### config.mk
export PLATFORM = sky130hd
export DESIGN_NAME = insn_enc
export DESIGN_NICKNAME = d
export VERILOG_FILES = /design/src/rtl/insn_enc.sv
export SDC_FILE = /design/constraint.sdc
export NUM_CORES = 1
export LEC_CHECK = 0
export CAP_MARGIN = 20
export CORE_MARGIN = 5
export CORE_UTILIZATION = 35
export DETAILED_ROUTE_END_ITERATION = 12
export PLACE_DENSITY = 0.68
export SYNTH_ARGS = -nofsm -noshare
export SYNTH_HDL_FRONTEND = slang
export SYNTH_SLANG_ARGS = --single-unit
### constraint.sdc
create_clock -name clk -period 4.3 [get_ports clk]
set_input_delay 0.43 -clock clk [delete_from_list [all_inputs] [get_ports clk]]
set_output_delay 0.43 -clock clk [all_outputs]
set_load 0.01 [all_outputs]
### src/rtl/insn_enc.sv
// insn_enc: RV32I instruction encoder.
// Packs opcode, register fields, funct fields and a signed immediate into
// one instruction word, and rejects immediates the format cannot represent.
// A rejected request still produces a normal result: the NOP word with err_o set.
// Two-stage valid/ready pipeline with full back-pressure.
// S1 holds the request and its format class. S2 holds the encoded word.
// Optional feature: define ENC_ERRCNT_EN to add a saturating reject counter
// (errcnt_o / errcnt_clr_i).
module insn_enc #(
    parameter int DWIDTH = 32
`ifdef ENC_ERRCNT_EN
    ,
    parameter int ERRCNT_W = 16
`endif
) (
    input  logic              clk,
    input  logic              rst_n,
    input  logic              in_valid_i,
    output logic              in_ready_o,
    input  logic [6:0]        opcode_i,
    input  logic [4:0]        rd_i,
    input  logic [4:0]        rs1_i,
    input  logic [4:0]        rs2_i,
    input  logic [2:0]        funct3_i,
    input  logic [6:0]        funct7_i,
    input  logic [DWIDTH-1:0] imm_i,
    output logic              out_valid_o,
    input  logic              out_ready_i,
    output logic [DWIDTH-1:0] insn_o,
`ifdef ENC_ERRCNT_EN
    output logic [ERRCNT_W-1:0] errcnt_o,
    input  logic                errcnt_clr_i,
`endif
    output logic              err_o
);

    localparam logic [6:0] OP_LUI    = 7'b0110111;
    localparam logic [6:0] OP_AUIPC  = 7'b0010111;
    localparam logic [6:0] OP_JAL    = 7'b1101111;
    localparam logic [6:0] OP_JALR   = 7'b1100111;
    localparam logic [6:0] OP_LOAD   = 7'b0000011;
    localparam logic [6:0] OP_OPIMM  = 7'b0010011;
    localparam logic [6:0] OP_SYSTEM = 7'b1110011;
    localparam logic [6:0] OP_STORE  = 7'b0100011;
    localparam logic [6:0] OP_BRANCH = 7'b1100011;
    localparam logic [6:0] OP_OP     = 7'b0110011;

    localparam logic [31:0] NOP = 32'h0000_0013;

    typedef enum logic [2:0] {
        FMT_R,
        FMT_I,
        FMT_S,
        FMT_B,
        FMT_U,
        FMT_J,
        FMT_BAD
    } fmt_t;

    fmt_t        in_fmt;
    fmt_t        s1_fmt;
    logic        s1_v;
    logic        s2_v;
    logic        s1_adv;
    logic        s2_adv;
    logic [6:0]  s1_op;
    logic [4:0]  s1_rd;
    logic [4:0]  s1_rs1;
    logic [4:0]  s1_rs2;
    logic [2:0]  s1_f3;
    logic [6:0]  s1_f7;
    logic [31:0] s1_imm;
    logic [31:0] enc_insn;
    logic        enc_err;

    // Handshake: a stage moves when it is empty or its consumer takes the current entry.
    assign s2_adv      = !s2_v || out_ready_i;
    assign s1_adv      = !s1_v || s2_adv;
    assign in_ready_o  = s1_adv;
    assign out_valid_o = s2_v;

    // Classify the incoming opcode into its encoding format.
    always_comb begin
        in_fmt = FMT_BAD;
        case (opcode_i)
            OP_LUI, OP_AUIPC:                     in_fmt = FMT_U;
            OP_JAL:                               in_fmt = FMT_J;
            OP_JALR, OP_LOAD, OP_OPIMM, OP_SYSTEM: in_fmt = FMT_I;
            OP_STORE:                             in_fmt = FMT_S;
            OP_BRANCH:                            in_fmt = FMT_B;
            OP_OP:                                in_fmt = FMT_R;
            default:                              in_fmt = FMT_BAD;
        endcase
    end

    // Stage 1: capture the accepted request together with its format class.
    always_ff @(posedge clk or negedge rst_n) begin
        if (!rst_n) begin
            s1_v   <= 1'b0;
            s1_fmt <= FMT_BAD;
            s1_op  <= '0;
            s1_rd  <= '0;
            s1_rs1 <= '0;
            s1_rs2 <= '0;
            s1_f3  <= '0;
            s1_f7  <= '0;
            s1_imm <= '0;
        end else if (s1_adv) begin
            s1_v <= in_valid_i;
            if (in_valid_i) begin
                s1_fmt <= in_fmt;
                s1_op  <= opcode_i;
                s1_rd  <= rd_i;
                s1_rs1 <= rs1_i;
                s1_rs2 <= rs2_i;
                s1_f3  <= funct3_i;
                s1_f7  <= funct7_i;
                s1_imm <= imm_i[31:0];
            end
        end
    end

    // Pack the fields for the stage-1 format and check that the immediate fits it.
    // Range checks compare the bits above the field with the field's sign bit.
    always_comb begin
        enc_insn = NOP;
        enc_err  = 1'b0;
        case (s1_fmt)
            FMT_U: begin
                enc_err  = s1_imm[11:0] != 12'h000;
                enc_insn = {s1_imm[31:12], s1_rd, s1_op};
            end
            FMT_J: begin
                enc_err  = s1_imm[0] || (s1_imm[31:20] != {12{s1_imm[20]}});
                enc_insn = {s1_imm[20], s1_imm[10:1], s1_imm[11], s1_imm[19:12], s1_rd, s1_op};
            end
            FMT_I: begin
                if (s1_op == OP_OPIMM && s1_f3 == 3'b001) begin
                    enc_err = s1_imm[31:5] != 27'd0;
                end else if (s1_op == OP_OPIMM && s1_f3 == 3'b101) begin
                    enc_err = (s1_imm[31:11] != 21'd0) || (s1_imm[9:5] != 5'd0);
                end else begin
                    enc_err = s1_imm[31:11] != {21{s1_imm[11]}};
                end
                enc_insn = {s1_imm[11:0], s1_rs1, s1_f3, s1_rd, s1_op};
            end
            FMT_S: begin
                enc_err  = s1_imm[31:11] != {21{s1_imm[11]}};
                enc_insn = {s1_imm[11:5], s1_rs2, s1_rs1, s1_f3, s1_imm[4:0], s1_op};
            end
            FMT_B: begin
                enc_err  = s1_imm[0] || (s1_imm[31:12] != {20{s1_imm[12]}});
                enc_insn = {s1_imm[12], s1_imm[10:5], s1_rs2, s1_rs1, s1_f3,
                            s1_imm[4:1], s1_imm[11], s1_op};
            end
            FMT_R: begin
                enc_err  = 1'b0;
                enc_insn = {s1_f7, s1_rs2, s1_rs1, s1_f3, s1_rd, s1_op};
            end
            default: begin
                enc_err  = 1'b1;
                enc_insn = NOP;
            end
        endcase
    end

    // Stage 2: register the result; a rejected request becomes a NOP with err_o set.
    always_ff @(posedge clk or negedge rst_n) begin
        if (!rst_n) begin
            s2_v   <= 1'b0;
            insn_o <= '0;
            err_o  <= 1'b0;
        end else if (s2_adv) begin
            s2_v <= s1_v;
            if (s1_v) begin
                insn_o <= enc_err ? NOP : enc_insn;
                err_o  <= enc_err;
            end
        end
    end

`ifdef ENC_ERRCNT_EN
    // Count rejected results as the consumer takes them; clear wins over increment.
    always_ff @(posedge clk or negedge rst_n) begin
        if (!rst_n) begin
            errcnt_o <= '0;
        end else if (errcnt_clr_i) begin
            errcnt_o <= '0;
        end else if (s2_v && out_ready_i && err_o && (errcnt_o != '1)) begin
            errcnt_o <= errcnt_o + ERRCNT_W'(1);
        end
    end
`endif

endmodule
* Word level (Yosys, flattened, before mapping) *
Cells that the tools add are included.

word-level totals
  register bits = 102
  bits in latches = 0
  bits in writable memories = 0
  bits in read-only memories = 0
  bits of input ports = 68
  output and inout port bits = 35
  logic and storage cells = 57
  memories kept = 0

operators by class
  add/sub/neg operators = 0
  multipliers = 0
  divide/modulo/power cells = 0
  order comparisons = 0
  equal/unequal tests = 21
  shifts and indexed selects = 0
  multiplexer cells = 6
  bitwise operators = 0
  reduce and logical (&&, ||, !) cells = 18

operator list
  kind                number
  $pmux 32 s6         1
  $mux 32             1
  $eq 7x7->1 const B  4
  $reduce_bool 27->1  1
  $eq 7x5->1 const B  3
  $eq 7x6->1 const B  3
  $reduce_bool 21->1  1
  $ne 20x20->1        1
  $ne 19x19->1        1
  $pmux 3 s6          1
  $reduce_bool 12->1  1
  $ne 11x11->1        1
  $eq 3x3->1 const B  3
  $eq 7x2->1 const B  1
  $eq 3x1->1 const B  2
  $eq 3x2->1 const B  2
  $pmux 1 s6          1
  $logic_or 1x1->1    5
  $reduce_bool 5->1   1
  $reduce_and 2->1    2
  $reduce_or 4->1     1
  $logic_not 3->1     1
  $logic_and 1x1->1   2
  $logic_not 1->1     2
  other kinds (2)     3

* Longest topological paths before layout *
Gate-level depths: netlist of the first run.

  depth in word-level cells = 6
  gate-level depth with buffers = 8
  mapped depth without buffers = 7

* Worst setup path before layout of the first run *
OpenSTA, ideal clock, no wires.

  path kind = register to register
  from = reg s1_imm[6]
  to = reg insn_o[4]
  setup time = 0.124 ns
  arrival time = 2.454 ns
  data required time = 4.176 ns
  slack = 1.722 ns
  cell stages (with the launch flop) = 8
  buffers on the path = 1
  cell sequence = dfrtp_1 > or4_1 > or4b_1 > o311a_1 > a21oi_2 > nand4_4 > buf_6 > o31a_1

on the way
  cells in the longest elaborated chain, start to end = 6
  elaborated cells between the ends (all ways) = 8
  classes of those cells = 4 x mux; 4 x reduce/logical

RTL lines
  item                    RTL line  RTL
  from (decl)             72        logic [31:0] s1_imm;
  from (signal assigned)  118       s1_imm <= imm_i[31:0];
  $reduce_bool 5->1       141       enc_err = (s1_imm[31:11] != 21'd0) || (s1_imm[9:5] != 5'd0);
  $logic_or 1x1->1        141
  $mux 1                  140       end else if (s1_op == OP_OPIMM && s1_f3 == 3'b101) begin
  $mux 1                  138       if (s1_op == OP_OPIMM && s1_f3 == 3'b001) begin
  $pmux 1 s6 (*)          128       case (s1_fmt)
  $mux 32 (*)             176       insn_o <= enc_err ? NOP : enc_insn;
  to (signal assigned)    176
  to (decl)               29        output logic [DWIDTH-1:0] insn_o,

Mark *: on every way between the ends. The rest lies on a longest branch, timed or not.
A chain may end at the register's enable or synchronous reset.

* Worst setup path in the final report of the first run *
  from = reg s1_imm[6]
  to = reg insn_o[1]

The elaborated chain is that of the path after synthesis.

==> results of run 1 <==
## cell families (layout without fill, tap and decap cells)
| logic type | Yosys count | count (layout) | share of synthesized area, % |
|---|---|---|---|
| AO/OA/AOI/OAI | 98 | 98 | 17.0 |
| XOR/XNOR | 1 | 1 | 0.178 |
| adder cells (fa/ha/maj) | 1 | 1 | 0.255 |
| buffers and inverters | 35 | 127 | 3.97 |
| flip-flops | 102 | 102 | 52.0 |
| multiplexers | 67 | 67 | 15.3 |
| AND/OR/NAND/NOR | 109 | 109 | 11.3 |
## per-layer routing
metal | global-route usage [%] | up-vias | wire length [um] | part of all wire (%)
met1 | 20.0 | 1729 | 5350 | 44
met4 | 5.87 | 0 | 174 | 1.4
li1 | - | 1708 | - | -
met2 | 23.9 | 103 | 5810 | 48
met3 | 3.61 | 11 | 722 | 6.0
met5 | 0 | - | 0 | 0
## worst max-delay path, delay by kind of cell (launching register included)
family           cells  cell delay (ns)
AND/OR/NAND/NOR      3             1.60
AO/OA/AOI/OAI        3             1.04
flip-flops           1             0.41
## sequential cells by signal (all words and copies together) (netlist names)
| register | count |
|---|---|
| err_o | 1 |
| insn_o | 32 |
| out_valid_o | 1 |
| s1_f3 | 3 |
| s1_f7 | 7 |
| s1_fmt | 3 |
| s1_imm | 32 |
| s1_op | 7 |
| s1_rd | 5 |
| s1_rs1 | 5 |
| s1_rs2 | 5 |
| s1_v | 1 |
## cells in the final DEF, fill, tap and decap left out, drive strengths merged, types with 3 or more instances in the layout
master / count
a21o: 3
a21oi: 14
a22oi: 23
a31oi: 3
buf: 4
clkbuf: 10
clkdlybuf4s50: 101
dfrtp: 100
inv: 9
mux2: 66
nand2: 41
nand2b: 8
nand3: 5
nand4: 5
nor2: 16
nor2b: 7
nor3: 9
nor4: 8
o21ai: 4
o22a: 7
o31a: 3
o31ai: 29
## final timing paths
path,to,start,slack (ns),depth (start not counted)
worst max register to register,insn_o[1],s1_imm[6],1.12,6
max in group asynchronous,insn_o[15],rst_n,3.14,2
min in group clk,insn_o[10],insn_o[10],0.48,2
worst min register to register,insn_o[10],insn_o[10],0.48,2
worst max-delay path,insn_o[1],s1_imm[6],1.12,6
worst min-delay path,insn_o[26],rst_n,0.13,1
## where the power goes
part | internal, W | switching, W | total [W] | leakage (nW)
Clock | 0.000512 | 0.000317 | 0.000829 | 0.146
Sequential | 0.00110 | 0.000143 | 0.00124 | 1.24
Combinational | 0.000313 | 0.000265 | 0.000578 | 1.11
Total | 0.00192 | 0.000725 | 0.00265 | 2.49
## metrics by stage
| stage | hold WS [ns] | cells | total power (W) | setup slack (ns) |
|---|---|---|---|---|
| after CTS | 0.171 | 685 | 0.00268 | 1.09 |
| after floorplan | 0.134 | 413 | 0.00158 | 1.72 |
| after global placement | 0.472 | 673 | 0.00183 | 1.14 |
| after global routing | 0.208 | 685 | 0.00279 | 0.841 |
| final | 0.130 | 685 | 0.00265 | 1.12 |
| after detailed placement | 0.480 | 673 | 0.00184 | 1.09 |
## area by class of cell
| cell class | instances | area [sq um] | share of cell area [%] |
|---|---|---|---|
| flip-flops and latches | 102 | 2550 | 40.4 |
| multi-input cells | 276 | 2170 | 34.3 |
| repair buffers | 105 | 1040 | 16.5 |
| clock buffers | 10 | 239 | 3.78 |
| well taps | 180 | 225 | 3.56 |
| clock inverters | 2 | 60.1 | 0.949 |
| inverters | 10 | 37.5 | 0.593 |
==> results.py, run 1 <==
metrics = {
    "synthesis": {
        "syn_inst": 413,
        "synth_ff_type": "dfrtp_1",
        "ys_ff_latch": 102,
        "yosysUniqueCellTypes": 53,
        "syn_area_sq_um": 4910,
        "async_reset_ff_share_pct": 100,
        "synth_area_leaders": "dfrtp_1 (51%), mux2_2 (15%), o31ai_2 (5.9%)",
        "synth.net_count": 482,
        "synthTopCellsByCount": "dfrtp_1 (100), mux2_2 (66), nand2_1 (41)",
        "yosysMostFrequentCell": "dfrtp_1",
        "yosysWarnings": 0,
        "syn_avg_cell_area_sq_um": 11.9,
        "yosysTopAreaCell": "dfrtp_1",
        "synth_edf_count": 0,
        "synth_top_area_share_pct": 50.9,
        "synth_seq_area_share_pct": 52.0,
    },
    "detailed_routing": {
        "num_vias": 3551,
        "wirelength_um": 12100,
        "avgRoutedWirePerCell_um": 17.6,
        "drt_iter0_markers": 158,
        "drtAntennaViolNets": 0,
        "viasPerCell": 5.18,
        "firstDrtPassIters": 4,
        "drc": 0,
    },
    "job": {
        "maxCapViolations": 0,
    },
    "clocking": {
        "tritoncts": "yes",
        "cts_max_path_buffers": 2,
        "clk_latency_ns": 0.35,
        "clock-root-buffer": "clkbuf_16",
        "clock-sinks": 102,
        "postCtsResizedCells": 0,
        "htree_levels": 3,
        "path_clk_slew_ns": 0.06,
        "ctsHoldBuffers": 0,
        "post-cts-setup-buffers": 0,
        "cts_buffers": 9,
    },
    "placement": {
        "port_buffers": 102,
        "dp_hpwl_um": 8910,
        "gp_congestion": 0.874,
        "placed_cell_area_sq_um": 6030,
    },
    "critical_path": {
        "endpoint_kind": "flip-flop",
        "worst_ep_required_time_ns": 4.53,
        "worstSetupPathType": "reg -> reg",
        "crit_path_max_incr_delay_ns": 0.56,
        "crit_arrival_ns": 3.41,
        "path_max_fanout": 32,
        "cp_slowest_cell": "or4_1",
        "cp_cell_sequence": "or4_1 > or4b_1 > o311a_1 > a21oi_2 > nand4_4 > o31a_2",
        "startpoint_type": "flip-flop",
    },
    "timing": {
        "worst_pin_slew_ns": 0.875,
        "rsz0062_at_grt": "false",
        "setup_violations": 0,
        "timing.fmax_mhz": 314,
        "min_period_ns": 3.18,
        "finalHoldViolCount": 0,
        "fin_crit_sh_pct": 74.0,
        "finClkSkew_ns": 0.00525,
        "tns_ns": 0,
        "drv_slew": 0,
        "slew_headroom_pct": 41.7,
    },
    "layout": {
        "drive_above_1_share_pct": 23.8,
        "syn2layout_area_growth_pct": 28.7,
        "nFillCells": 1293,
        "fin_area_sq_um": 6330,
        "antennaDiodeCount": 0,
        "final_nets": 573,
        "postLayoutCoreUtil_pct": 45.8,
    },
    "run_status": {
        "status": "finished clean",
    },
    "global_route": {
        "grt_pass1_vias": 3710,
        "globalRouteTotalUtil_pct": 15.1,
        "grt_overflow": 0,
        "antenna_found_initial": 0,
        "grt_first_pass_wirelength_um": 19500,
        "grt_max_degree": 71,
    },
    "min_path": {
        "hp-class": "in -> async",
    },
    "die": {
        "dieArea_sq_um": 16500,
        "row_count": 43,
        "io_pins": 103,
        "initial_core_util_pct": 35.5,
        "core_sq_um": 13800,
        "die_h_um": 129,
        "die_w_um": 129,
    },
    "pwr": {
        "p_leak_nw": 2.49,
        "ir_drop_uv": 195,
        "p_per_area_nw_per_um2": 418,
    },
}
No activity file was read; power rests on OpenSTA's default activity.
==> run 2: changes to the inputs <==
- clock period: 4.3 -> 3 ns (I/O delays scaled with it)
==> run 2 against run 1 <==
Combinational power rose by 56%. Clock skew up 0.0036 ns. Count of clock-buffer cells in the layout is 1 higher. Register-to-register slack lost 0.95 ns. Cell area is 2.2% higher. Final cell count grew 2.2%. First-iteration DRC count grew 47%. Total power is 45% higher. Sequential cell count stayed put. Via count increased by 2.8%. Core utilization increased by 0.99 points. Non-clock buffer count up 11. Largest power group unchanged.
==> results.py, run 2 (synthesized netlist as in run 1, its figures left out) <==
metrics = {
    "critical_path": {
        "startpoint_type": "flip-flop",
        "crit_arrival_ns": 3.07,
        "worst_ep_required_time_ns": 3.23,
        "endpoint_kind": "flip-flop",
        "rrSetupSlack_ns": 0.17,
        "worstSetupPathType": "reg -> reg",
        "path_max_fanout": 8,
    },
    "global_route": {
        "antenna_found_initial": 0,
        "grt_first_pass_wirelength_um": 19800,
        "globalRouteTotalUtil_pct": 15.2,
        "grt_max_degree": 71,
        "grt_overflow": 0,
        "grt_pass1_vias": 3724,
    },
    "layout": {
        "nFillCells": 1221,
        "multi_input_area_sq_um": 2170,
        "drive_above_1_share_pct": 26.0,
        "final_nets": 584,
        "antennaDiodeCount": 0,
        "final_common_cell": "clkdlybuf4s50_1",
        "regArea_sq_um": 2550,
        "most-common-layout-cells": "clkdlybuf4s50_1 (101), dfrtp_1 (100), mux2_2 (66)",
        "syn2layout_area_growth_pct": 31.5,
        "reg_top3": "insn_o (32), s1_imm (32)",
    },
    "clocking": {
        "cts_buffers": 9,
        "htree_levels": 3,
        "path_clk_slew_ns": 0.07,
        "clock-sinks": 102,
        "cts_max_path_buffers": 2,
        "tritoncts": "yes",
        "clk_latency_ns": 0.35,
        "ctsHoldBuffers": 0,
        "clock-root-buffer": "clkbuf_16",
    },
    "timing": {
        "fin_crit_sh_pct": 94.4,
        "slew_headroom_pct": 49.3,
        "min_period_ns": 2.83,
        "timing.fmax_mhz": 353,
        "worst_pin_slew_ns": 0.761,
        "holdWs_ns": 0.0269,
        "finalHoldViolCount": 0,
        "setup_violations": 0,
        "drv_slew": 0,
        "tns_ns": 0,
        "rsz0062_at_grt": "true",
        "finClkSkew_ns": 0.00888,
    },
    "pwr": {
        "p_int_w": 0.00275,
        "p_total_w": 0.00385,
        "pwr-share-seq_pct": 45.8,
        "swShare_pct": 28.5,
        "p_per_area_nw_per_um2": 595,
        "clockPowerShare_pct": 30.8,
        "p_switching_w": 0.00110,
        "comb_power_share_pct": 23.5,
        "p_leak_nw": 2.57,
        "ir_drop_uv": 268,
    },
    "job": {
        "maxCapViolations": 0,
    },
    "detailed_routing": {
        "drc": 0,
        "wirelength_um": 12400,
        "avgRoutedWirePerCell_um": 17.7,
        "num_vias": 3651,
        "viasPerCell": 5.22,
        "firstDrtPassIters": 5,
        "drtAntennaViolNets": 0,
        "drt_iter0_markers": 233,
    },
    "die": {
        "row_count": 43,
        "die_w_um": 129,
        "io_pins": 103,
        "dieArea_sq_um": 16500,
        "core_sq_um": 13800,
        "die_h_um": 129,
        "initial_core_util_pct": 35.5,
    },
    "min_path": {
        "hp-class": "in -> async",
    },
    "placement": {
        "port_buffers": 102,
        "gp_congestion": 0.913,
        "dp_hpwl_um": 9190,
    },
    "run_status": {
        "status": "finished clean",
    },
}
## run 2: changes by cell type in the layout (fill, tap and decap cells not counted), sizes merged
cell	delta
bufinv	-1
clkinv	+4
buf	+11
clkbuf	+1
## run 2: repair_timing
action,in CTS,in global routing
endpoints found under the setup margin,0,22
buffers inserted,0,3
gates resized for setup,0,2
## run 2: metal layers
metal	part of all wire [%]	global-route usage, %	vias to the layer above
met5	0	0	-
met4	1.4	4.32	0
met3	5.8	4.03	15
met2	47	24.4	114
met1	46	20.5	1788
li1	-	-	1734
## run 2: final timing paths
check                            from    endpoint  depth (start not counted)
max reg2reg                 s1_imm[6]   insn_o[0]                          7
min in group clk           insn_o[12]  insn_o[12]                          2
max                         s1_imm[6]   insn_o[0]                          7
min                             rst_n    s1_rd[2]                          1
max in group asynchronous       rst_n   s1_fmt[2]                          2
min reg2reg                insn_o[12]  insn_o[12]                          2
## run 2: stage by stage
stage               util (%)  cells  worst slack (ns)  instance area [sq um]
CTS                     46.5    697             0.136                   6440
floorplan                  -    413             0.422                   4910
finish                  46.7    700             0.169                   6460
global route            46.7    700           -0.0189                   6460
global placement        44.3    681             0.218                   6130
detailed placement      44.3    681             0.163                   6130
## run 2: power groups by stage
stage                     logic (W)  clock network, W  registers (W)
final                      0.000903           0.00118        0.00176
after global routing       0.000982           0.00128        0.00179
after CTS                  0.000898           0.00122        0.00176
after detailed placement   0.000893                 0        0.00178
after global placement     0.000872                 0        0.00178
after floorplan            0.000529                 0        0.00173
## run 2: cell type report
cell class / count / share of cell area [%]
inverters: 10 / 0.581
clock inverters: 5 / 0.890
repair buffers: 116 / 18.0
flip-flops and latches: 102 / 39.5
well taps: 180 / 3.48
clock buffers: 11 / 3.91
multi-input cells: 276 / 33.6
## run 2: critical path, cell delays in order, from the launching register on
cell and delay, ns:
dfrtp_1 0.41, or4_1 0.56, or4b_1 0.51, o311a_1 0.35
a21oi_2 0.19, nand4_4 0.23, buf_6 0.20, o31a_2 0.28
==> run 3: changes to the inputs <==
- CAP_MARGIN: 20 -> 5
- PLACE_DENSITY: 0.68 -> 0.59
==> run 3 against run 2 <==
Combinational power increased by 0.7%. Count of clock-buffer cells in the layout increased by 4. Sequential power about the same. Hold slack got worse by 0.0029 ns. Wire length increased by 2.4%. Core utilization about the same. Die area unchanged.
==> results.py, run 3 (synthesized netlist as in run 1, its figures left out) <==
metrics = {
    "pwr": {
        "p_leak_nw": 2.57,
        "p_per_area_nw_per_um2": 586,
        "ir_drop_uv": 330,
    },
    "critical_path": {
        "cp_slowest_cell": "or4_1",
        "worst_r2r_path_depth": 7,
        "crit_arrival_ns": 3.09,
        "startpoint_type": "flip-flop",
        "cp_cell_sequence": "or4_1 > or4b_1 > o311a_1 > a21oi_2 > nand4_4 > buf_4 > o31a_2",
        "crit_path_max_incr_delay_ns": 0.56,
        "endpoint_kind": "flip-flop",
        "worstSetupPathType": "reg -> reg",
        "worst_ep_required_time_ns": 3.23,
        "path_max_fanout": 10,
    },
    "timing": {
        "min_period_ns": 2.86,
        "rsz0062_at_grt": "false",
        "finalHoldViolCount": 0,
        "worst_pin_slew_ns": 0.720,
        "slew_headroom_pct": 51.9,
        "finClkSkew_ns": 0.00661,
        "setup_violations": 0,
        "timing.fmax_mhz": 350,
        "holdWs_ns": 0.0240,
        "tns_ns": 0,
        "drv_slew": 0,
        "fin_crit_sh_pct": 95.2,
    },
    "detailed_routing": {
        "firstDrtPassIters": 4,
        "num_vias": 3628,
        "viasPerCell": 5.16,
        "wirelength_um": 12700,
        "avgRoutedWirePerCell_um": 18.0,
        "drtAntennaViolNets": 0,
        "drt_iter0_markers": 223,
        "drc": 0,
    },
    "die": {
        "dieArea_sq_um": 16500,
        "core_sq_um": 13800,
        "initial_core_util_pct": 35.5,
        "io_pins": 103,
        "die_h_um": 129,
        "die_w_um": 129,
        "row_count": 43,
    },
    "clocking": {
        "cts_buffers": 9,
        "cts_max_path_buffers": 2,
        "htree_levels": 3,
        "path_clk_slew_ns": 0.07,
        "clk_latency_ns": 0.35,
        "ctsHoldBuffers": 0,
        "tritoncts": "yes",
        "clock-sinks": 102,
        "clock-root-buffer": "clkbuf_16",
    },
    "layout": {
        "reg_top3": "insn_o (32), s1_imm (32)",
        "final_nets": 587,
        "final_common_cell": "clkdlybuf4s50_1",
        "drive_above_1_share_pct": 26.0,
        "most-common-layout-cells": "clkdlybuf4s50_1 (101), dfrtp_1 (100), mux2_2 (66)",
        "syn2layout_area_growth_pct": 31.4,
        "antennaDiodeCount": 0,
    },
    "global_route": {
        "grt_overflow": 0,
        "grt_first_pass_wirelength_um": 20500,
        "globalRouteTotalUtil_pct": 15.9,
        "grt_pass1_vias": 3846,
        "antenna_found_initial": 0,
        "grt_max_degree": 103,
    },
    "placement": {
        "port_buffers": 102,
        "dp_hpwl_um": 9150,
        "gp_congestion": 0.896,
    },
    "min_path": {
        "hp-class": "in -> async",
    },
    "job": {
        "maxCapViolations": 0,
    },
    "run_status": {
        "status": "finished clean",
    },
}
==> run 3: routing by layer <==
layer / part of all wire, % / vias to the layer above / wire length [um] / global-route usage, %
li1: - / 1729 / - / -
met3: 5.8 / 16 / 738 / 4.77
met1: 45 / 1784 / 5680 / 21.1
met4: 1.5 / 0 / 185 / 4.94
met2: 48 / 99 / 6080 / 25.2
met5: 0 / - / 0 / 0
==> run 3: timing repair <==
action | CTS | global route
resized for setup | 0 | 2
setup buffers | 0 | 7
setup endpoints to repair | 0 | 23
==> run 3: final cells by class <==
class                           count  area, sq um
Sequential cell                   102         2550
Fill cell                        1283         7370
Tap cell                          180          225
Timing Repair Buffer              119         1180
Inverter                           10         37.5
Clock inverter                      1         5.00
Multi-Input combinational cell    276         2180
Clock buffer                       15          278
==> run 3: worst paths after layout <==
check | start | to | slack, ns
worst min register to register | insn_o[12] | insn_o[12] | 0.48
worst max register to register | s1_imm[6] | insn_o[0] | 0.14
max in group asynchronous | rst_n | insn_o[13] | 2.58
worst max-delay path | s1_imm[6] | insn_o[0] | 0.14
worst min-delay path | rst_n | insn_o[29] | 0.02
min in group clk | insn_o[12] | insn_o[12] | 0.48
==> run 3: power by group <==
group	switching [W]	internal, W	leakage [nW]
Sequential	0.000193	0.00157	1.24
Clock	0.000482	0.000631	0.140
Combinational	0.000412	0.000497	1.19
==> run 3: critical path: cells and delay by family (launching register included) <==
| kind | cells | cell delay [ns] |
|---|---|---|
| and+or+nand+nor | 3 | 1.31 |
| AOI/OAI and AO/OA | 3 | 0.81 |
| DFF | 1 | 0.40 |
| buffers and inverters | 1 | 0.23 |
==> run 3: stage by stage <==
step | util, % | cells | total power [W] | worst slack (ns) | area (sq um)
after global placement | 44.2 | 680 | 0.00266 | 0.179 | 6120
after global routing | 46.7 | 703 | 0.00399 | 0.0521 | 6460
after floorplan | - | 413 | 0.00226 | 0.422 | 4910
after CTS | 46.3 | 696 | 0.00381 | 0.0716 | 6400
after detailed placement | 44.2 | 680 | 0.00268 | 0.0806 | 6120
final | 46.7 | 703 | 0.00379 | 0.143 | 6460
